`config.mk`:
```
export PLATFORM = sky130hd
export DESIGN_NAME = unpack_rx
export DESIGN_NICKNAME = d
export VERILOG_FILES = /design/src/rtl/unpack_pkg.sv /design/src/rtl/unpack_rx_byte_fifo.sv /design/src/rtl/unpack_rx.sv
export SDC_FILE = /design/constraint.sdc
export NUM_CORES = 1
export LEC_CHECK = 0
export CORE_ASPECT_RATIO = 1.4
export CORE_MARGIN = 8
export CORE_UTILIZATION = 45
export DETAILED_ROUTE_END_ITERATION = 6
export HOLD_SLACK_MARGIN = 0.08
export PLACE_DENSITY = 0.59
export RECOVER_POWER = 100
export SLEW_MARGIN = 20
export SYNTH_ARGS = -nofsm -noshare
export SYNTH_HDL_FRONTEND = slang
export SYNTH_SLANG_ARGS = --single-unit
```
`constraint.sdc`:
```
create_clock -name i_clk -period 11.2 [get_ports i_clk]
set_input_delay 1.68 -clock i_clk [delete_from_list [all_inputs] [get_ports i_clk]]
set_output_delay 1.68 -clock i_clk [all_outputs]
set_load 0.03 [all_outputs]
```
`src/rtl/unpack_pkg.sv`:
```
// rtl/unpack_pkg.sv - constants and types shared by the packet packer and unpack_rx
package unpack_pkg;

    localparam int          DEFAULT_SIZE_BIT_PACK = 1976;
    localparam int          DEFAULT_SIZE_PREAMBLE = 32;
    localparam logic [31:0] DEFAULT_PREAMBLE_DATA = 32'h1ACF_FC1D;
    localparam logic [31:0] DEFAULT_PREAMBLE_IDLE = ~DEFAULT_PREAMBLE_DATA;

    typedef enum logic [1:0] {
        HUNT,
        DATA,
        SKIP,
        CHECK
    } rx_state_t;

    typedef struct packed {
        logic       last;
        logic [7:0] data;
    } fifo_entry_t;

endpackage

```
`src/rtl/unpack_rx_byte_fifo.sv`:
```
// rtl/unpack_rx_byte_fifo.sv - first-word-fall-through byte FIFO with flop storage
module byte_fifo
    import unpack_pkg::*;
#(
    parameter int DEPTH = 16
) (
    input  logic        i_clk,
    input  logic        i_reset,
    input  logic        i_wr_en,
    input  fifo_entry_t i_wr_data,
    input  logic        i_rd_en,
    output fifo_entry_t o_rd_data,
    output logic        o_full,
    output logic        o_empty
);

    localparam int                AW       = $clog2(DEPTH);
    localparam logic [AW-1:0]     PTR_ONE  = AW'(1);
    localparam logic [AW:0]       CNT_ONE  = (AW + 1)'(1);
    localparam logic [AW:0]       CNT_FULL = (AW + 1)'(DEPTH);

    fifo_entry_t   mem_q [DEPTH];
    fifo_entry_t   mem_d [DEPTH];
    logic [AW-1:0] wr_ptr_q, wr_ptr_d;
    logic [AW-1:0] rd_ptr_q, rd_ptr_d;
    logic [AW:0]   count_q, count_d;
    logic          wr_ok;
    logic          rd_ok;

    assign o_full    = (count_q == CNT_FULL);
    assign o_empty   = (count_q == '0);
    assign o_rd_data = mem_q[rd_ptr_q];

    // A read in the same cycle frees the slot, so a write into a full FIFO still lands.
    assign rd_ok = i_rd_en && !o_empty;
    assign wr_ok = i_wr_en && (!o_full || rd_ok);

    always_comb begin
        mem_d    = mem_q;
        wr_ptr_d = wr_ptr_q;
        rd_ptr_d = rd_ptr_q;
        count_d  = count_q;
        if (wr_ok) begin
            mem_d[wr_ptr_q] = i_wr_data;
            wr_ptr_d        = wr_ptr_q + PTR_ONE;
        end
        if (rd_ok) begin
            rd_ptr_d = rd_ptr_q + PTR_ONE;
        end
        case ({wr_ok, rd_ok})
            2'b10:   count_d = count_q + CNT_ONE;
            2'b01:   count_d = count_q - CNT_ONE;
            default: count_d = count_q;
        endcase
    end

    always_ff @(posedge i_clk or posedge i_reset) begin
        if (i_reset) begin
            mem_q    <= '{default: '0};
            wr_ptr_q <= '0;
            rd_ptr_q <= '0;
            count_q  <= '0;
        end else begin
            mem_q    <= mem_d;
            wr_ptr_q <= wr_ptr_d;
            rd_ptr_q <= rd_ptr_d;
            count_q  <= count_d;
        end
    end

endmodule

```
`src/rtl/unpack_rx.sv`:
```
// rtl/unpack_rx.sv - serial packet receiver: sync hunt, data/idle classification, byte output
module unpack_rx
    import unpack_pkg::*;
#(
    parameter int                           SIZE_BIT_PACK = DEFAULT_SIZE_BIT_PACK,
    parameter int                           SIZE_PREAMBLE = DEFAULT_SIZE_PREAMBLE,
    parameter logic [SIZE_PREAMBLE-1:0]     PREAMBLE_DATA = DEFAULT_PREAMBLE_DATA,
    parameter logic [SIZE_PREAMBLE-1:0]     PREAMBLE_IDLE = DEFAULT_PREAMBLE_IDLE,
    parameter int                           FIFO_DEPTH    = 16
) (
    input  logic       i_clk,
    input  logic       i_reset,
    input  logic       i_data,
    input  logic       i_valid,
    output logic [7:0] o_data,
    output logic       o_last,
    output logic       o_valid,
    input  logic       i_ready,
    output logic       o_lock,
    output logic       o_overflow
);

    localparam int          SIZE_PAYLOAD = SIZE_BIT_PACK - SIZE_PREAMBLE;
    localparam logic [10:0] PAYLOAD_END  = 11'(SIZE_PAYLOAD - 1);
    localparam logic [10:0] PREAMBLE_END = 11'(SIZE_PREAMBLE - 1);
    localparam logic [7:0]  LAST_BYTE    = 8'(SIZE_PAYLOAD / 8 - 1);

    rx_state_t                state_q, state_d;
    logic [SIZE_PREAMBLE-1:0] sr_q, sr_d;
    logic [10:0]              bit_cnt_q, bit_cnt_d;
    logic [7:0]               byte_cnt_q, byte_cnt_d;
    logic                     push_q, push_d;
    fifo_entry_t              push_entry_q, push_entry_d;
    logic                     overflow_q, overflow_d;

    logic [SIZE_PREAMBLE-1:0] cand;
    logic                     fifo_rd;
    logic                     fifo_full;
    logic                     fifo_empty;
    fifo_entry_t              fifo_head;

    assign cand       = {sr_q[SIZE_PREAMBLE-2:0], i_data};
    assign fifo_rd    = o_valid && i_ready;
    assign o_valid    = !fifo_empty;
    assign o_data     = fifo_head.data;
    assign o_last     = fifo_head.last;
    assign o_lock     = (state_q != HUNT);
    assign o_overflow = overflow_q;

    always_comb begin
        state_d      = state_q;
        sr_d         = sr_q;
        bit_cnt_d    = bit_cnt_q;
        byte_cnt_d   = byte_cnt_q;
        push_d       = 1'b0;
        push_entry_d = push_entry_q;
        overflow_d   = push_q && fifo_full && !fifo_rd;
        if (i_valid) begin
            sr_d = cand;
            case (state_q)
                HUNT: begin
                    if (cand == PREAMBLE_DATA) begin
                        state_d    = DATA;
                        bit_cnt_d  = '0;
                        byte_cnt_d = '0;
                    end else if (cand == PREAMBLE_IDLE) begin
                        state_d   = SKIP;
                        bit_cnt_d = '0;
                    end
                end
                DATA: begin
                    // Byte completes on its 8th bit; the FIFO write happens one edge later.
                    if (bit_cnt_q[2:0] == 3'd7) begin
                        push_d            = 1'b1;
                        push_entry_d.data = cand[7:0];
                        push_entry_d.last = (byte_cnt_q == LAST_BYTE);
                        byte_cnt_d        = byte_cnt_q + 8'd1;
                    end
                    if (bit_cnt_q == PAYLOAD_END) begin
                        state_d   = CHECK;
                        bit_cnt_d = '0;
                    end else begin
                        bit_cnt_d = bit_cnt_q + 11'd1;
                    end
                end
                SKIP: begin
                    if (bit_cnt_q == PAYLOAD_END) begin
                        state_d   = CHECK;
                        bit_cnt_d = '0;
                    end else begin
                        bit_cnt_d = bit_cnt_q + 11'd1;
                    end
                end
                CHECK: begin
                    if (bit_cnt_q == PREAMBLE_END) begin
                        bit_cnt_d  = '0;
                        byte_cnt_d = '0;
                        if (cand == PREAMBLE_DATA) begin
                            state_d = DATA;
                        end else if (cand == PREAMBLE_IDLE) begin
                            state_d = SKIP;
                        end else begin
                            state_d = HUNT;
                        end
                    end else begin
                        bit_cnt_d = bit_cnt_q + 11'd1;
                    end
                end
                default: state_d = HUNT;
            endcase
        end
    end

    always_ff @(posedge i_clk or posedge i_reset) begin
        if (i_reset) begin
            state_q      <= HUNT;
            sr_q         <= '0;
            bit_cnt_q    <= '0;
            byte_cnt_q   <= '0;
            push_q       <= 1'b0;
            push_entry_q <= '0;
            overflow_q   <= 1'b0;
        end else begin
            state_q      <= state_d;
            sr_q         <= sr_d;
            bit_cnt_q    <= bit_cnt_d;
            byte_cnt_q   <= byte_cnt_d;
            push_q       <= push_d;
            push_entry_q <= push_entry_d;
            overflow_q   <= overflow_d;
        end
    end

    byte_fifo #(
        .DEPTH(FIFO_DEPTH)
    ) u_byte_fifo (
        .i_clk    (i_clk),
        .i_reset  (i_reset),
        .i_wr_en  (push_q),
        .i_wr_data(push_entry_q),
        .i_rd_en  (fifo_rd),
        .o_rd_data(fifo_head),
        .o_full   (fifo_full),
        .o_empty  (fifo_empty)
    );

endmodule
```
==> impl_metrics.env <==
export IMPL_status="finished with violations"
export IMPL_violations="capacitance limit, slew limit"
export IMPL_post_cts_buffers=0
export IMPL_tns_ns=0
export IMPL_min_path_type="register to register"
export IMPL_skew_ns=0.0123
export IMPL_seq_area_frac_synth=0.524
export IMPL_cts_hold_buf=0
export IMPL_synth_nets=739
export IMPL_grt_max_degree=141
export IMPL_cts_buffer_depth=3
export IMPL_synth_seq_cells=220
export IMPL_synth_warnings=0
export IMPL_grt_pass1_vias=6485
export IMPL_clk_pin_slew_ns=0.06
export IMPL_leakagePower_uw=0.00534
export IMPL_dp_hpwl_um=13800
export IMPL_worstHoldStart="u_byte_fifo.count_q[4]"
export IMPL_yosys_most_used_dff="dfrtp_1"
export IMPL_cts_tree="yes"
export IMPL_die_y_um=197
export IMPL_syn_area_per_cell_um2=14.7
export IMPL_slew_violations=129
export IMPL_first_pass_iters=4
export IMPL_fill_cells=1999
export IMPL_final_core_util=0.499
export IMPL_p_per_area_nw_per_um2=148
export IMPL_timing_max_cap_violations=3
export IMPL_ant_nets=0
export IMPL_drive_gt1_frac=0.390
export IMPL_final_cell_mix="dfrtp_1 (218), mux2_2 (186), mux4_2 (45)"
export IMPL_viasPerCell=5.71
export IMPL_die_area_um2=28600
export IMPL_wire_per_inst_um=19.7
export IMPL_endpoint_kind="output pin"
export IMPL_timing_final_crit_share=0.603
export IMPL_async_flop_share=1.00
export IMPL_initial_core_util=0.455
export IMPL_htree_levels=1
export IMPL_clock_sinks=220
export IMPL_setup_viol=0
export IMPL_synth_cell_types=65
export IMPL_worst_slew_pin_slew_ns=3.21
export IMPL_crit_type="register to output pin"
export IMPL_place_gp_congestion=0.811
export IMPL_wl_um=20500
export IMPL_numPortBuffers=16
export IMPL_grt_usage=0.145
export IMPL_relSlewSlack=-1.14
export IMPL_io_pins=17
export IMPL_post_cts_resized=0
export IMPL_yosysTopAreaCell="dfrtp_1"
export IMPL_synth_area_leaders="dfrtp_1 (52%), mux2_2 (20%), mux4_2 (9.6%), ha_1 (2.1%), nand3_2 (1.1%)"
export IMPL_fp_coreArea_um2=23100
export IMPL_min_period_ns=6.76
export IMPL_area_growth_pct=9.81
export IMPL_clk_root_buffer_cell="clkbuf_16"
export IMPL_fin_nets=742
export IMPL_grt_pass1_wl_um=34300
export IMPL_cp_start_kind="register"
export IMPL_finalHoldViolCount=0
export IMPL_drtIter0Drc=309
export IMPL_die_w_um=145
export IMPL_worstSkewPairLatency_ns=0.50
export IMPL_cp_max_fo=39
export IMPL_num_vias=5945
export IMPL_synth_area_um2=10500
export IMPL_rsz0062_at_grt="false"
export IMPL_arrival_ns=5.08
export IMPL_fmax_ghz=0.148
export IMPL_final_common_cell="dfrtp_1"
export IMPL_cts_buffers=23
export IMPL_std_cell_rows=66
export IMPL_drc_errors=0
export IMPL_synthCells=716
export IMPL_ir_worst_vdd_mv=0.183
export IMPL_yosys_area_top_type_share=0.524
export IMPL_crit_start="u_byte_fifo.rd_ptr_q[0]"
export IMPL_cp_required_ns=9.52
export IMPL_antenna_found_initial=0
export IMPL_r2r_start="u_byte_fifo.rd_ptr_q[0]"
export IMPL_diodes=0
export IMPL_synth_edff_count=0
export IMPL_overflow=0
[registers in the layout (all words and copies together), names as in the netlist]
register / count
u_byte_fifo.count_q: 5
u_byte_fifo.mem_q: 144
state_q: 2
u_byte_fifo.rd_ptr_q: 4
sr_q: 31
u_byte_fifo.wr_ptr_q: 4
byte_cnt_q: 8
bit_cnt_q: 11
o_overflow: 1
push_entry_q: 9
push_q: 1
[power breakdown]
group	internal [µW]	switching (µW)
Clock	436	304
Combinational	48.5	32.7
Sequential	841	43.6
[final timing paths]
path                                            to  slack [ns]  depth (start not counted)
max in group asynchronous          push_entry_q[5]        7.57                          3
min                         u_byte_fifo.count_q[4]        0.50                          1
max reg2reg                u_byte_fifo.rd_ptr_q[1]        7.66                          3
min in group asynchronous  u_byte_fifo.wr_ptr_q[0]        2.19                          2
min reg2reg                 u_byte_fifo.count_q[4]        0.50                          1
max                                      o_data[1]        4.44                          4
[cells in the mapped netlist (4+ instances only)]
cell type    n
nand4_1      8
o2bb2ai_1    5
dfrtp_1    220
o21ai_0      8
nand3_1      8
xnor2_1      7
nand2_1     14
buf_2       10
a21oi_1      4
nor3_1       5
inv_1       20
nand4_2      4
nand2b_1     5
nand3b_1     5
a22o_1       5
mux4_2      45
buf_1        8
nor2_1      11
nor4bb_1     6
ha_1        18
mux2_2     186
xor2_1       5
nor4b_1      4
clkbuf_1    22
nand3_2     12
and3_1       6
o221ai_1     5
a211o_1      4
[per-layer routing]
| metal | share of wire | track usage |
|---|---|---|
| met5 | 0 | 0 |
| met4 | 0.021 | 0.0452 |
| met3 | 0.029 | 0.0207 |
| met2 | 0.53 | 0.263 |
| met1 | 0.42 | 0.176 |
[cells by family after synthesis]
kind of cell / Yosys count / share of synthesized area
buffers and inverters: 63 / 0.0255
XOR/XNOR: 12 / 0.0100
AO/OA/AOI/OAI: 56 / 0.0443
multiplexers: 236 / 0.301
flip-flops: 220 / 0.524
adder cells (fa/ha/maj): 18 / 0.0214
AND/OR/NAND/NOR: 111 / 0.0744
[layout make-up]
type	count	area [µm²]	area share
repair buffers	21	211	0.0183
flip-flops and latches	220	5510	0.477
clock inverters	14	129	0.0112
multi-input cells	433	4620	0.401
well taps	306	383	0.0332
inverters	20	76.3	0.00661
clock buffers	27	611	0.0529
[critical path, stage by stage, from the launching register on]
cell and delay, ns:
dfrtp_2 0.34, clkbuf_1 2.25, mux4_2 0.76, mux4_2 0.49
dlygate4sd3_1 0.71
[metrics by stage]
stage          power [µW]  std cells  hold WS [ns]  setup WS [ns]  instance area (µm²)
6_report             1710       1041         0.497           4.44                11500
3_3_place_gp          974        999         0.481           6.32                10900
3_5_place_dp          981        999         0.483           6.15                10900
2_1_floorplan         954        716         0.459           3.50                10500
5_1_grt              1780       1041         0.507           4.01                11500
4_1_cts              1730       1040         0.497           6.17                11600
(Power assumes the default switching activity.)
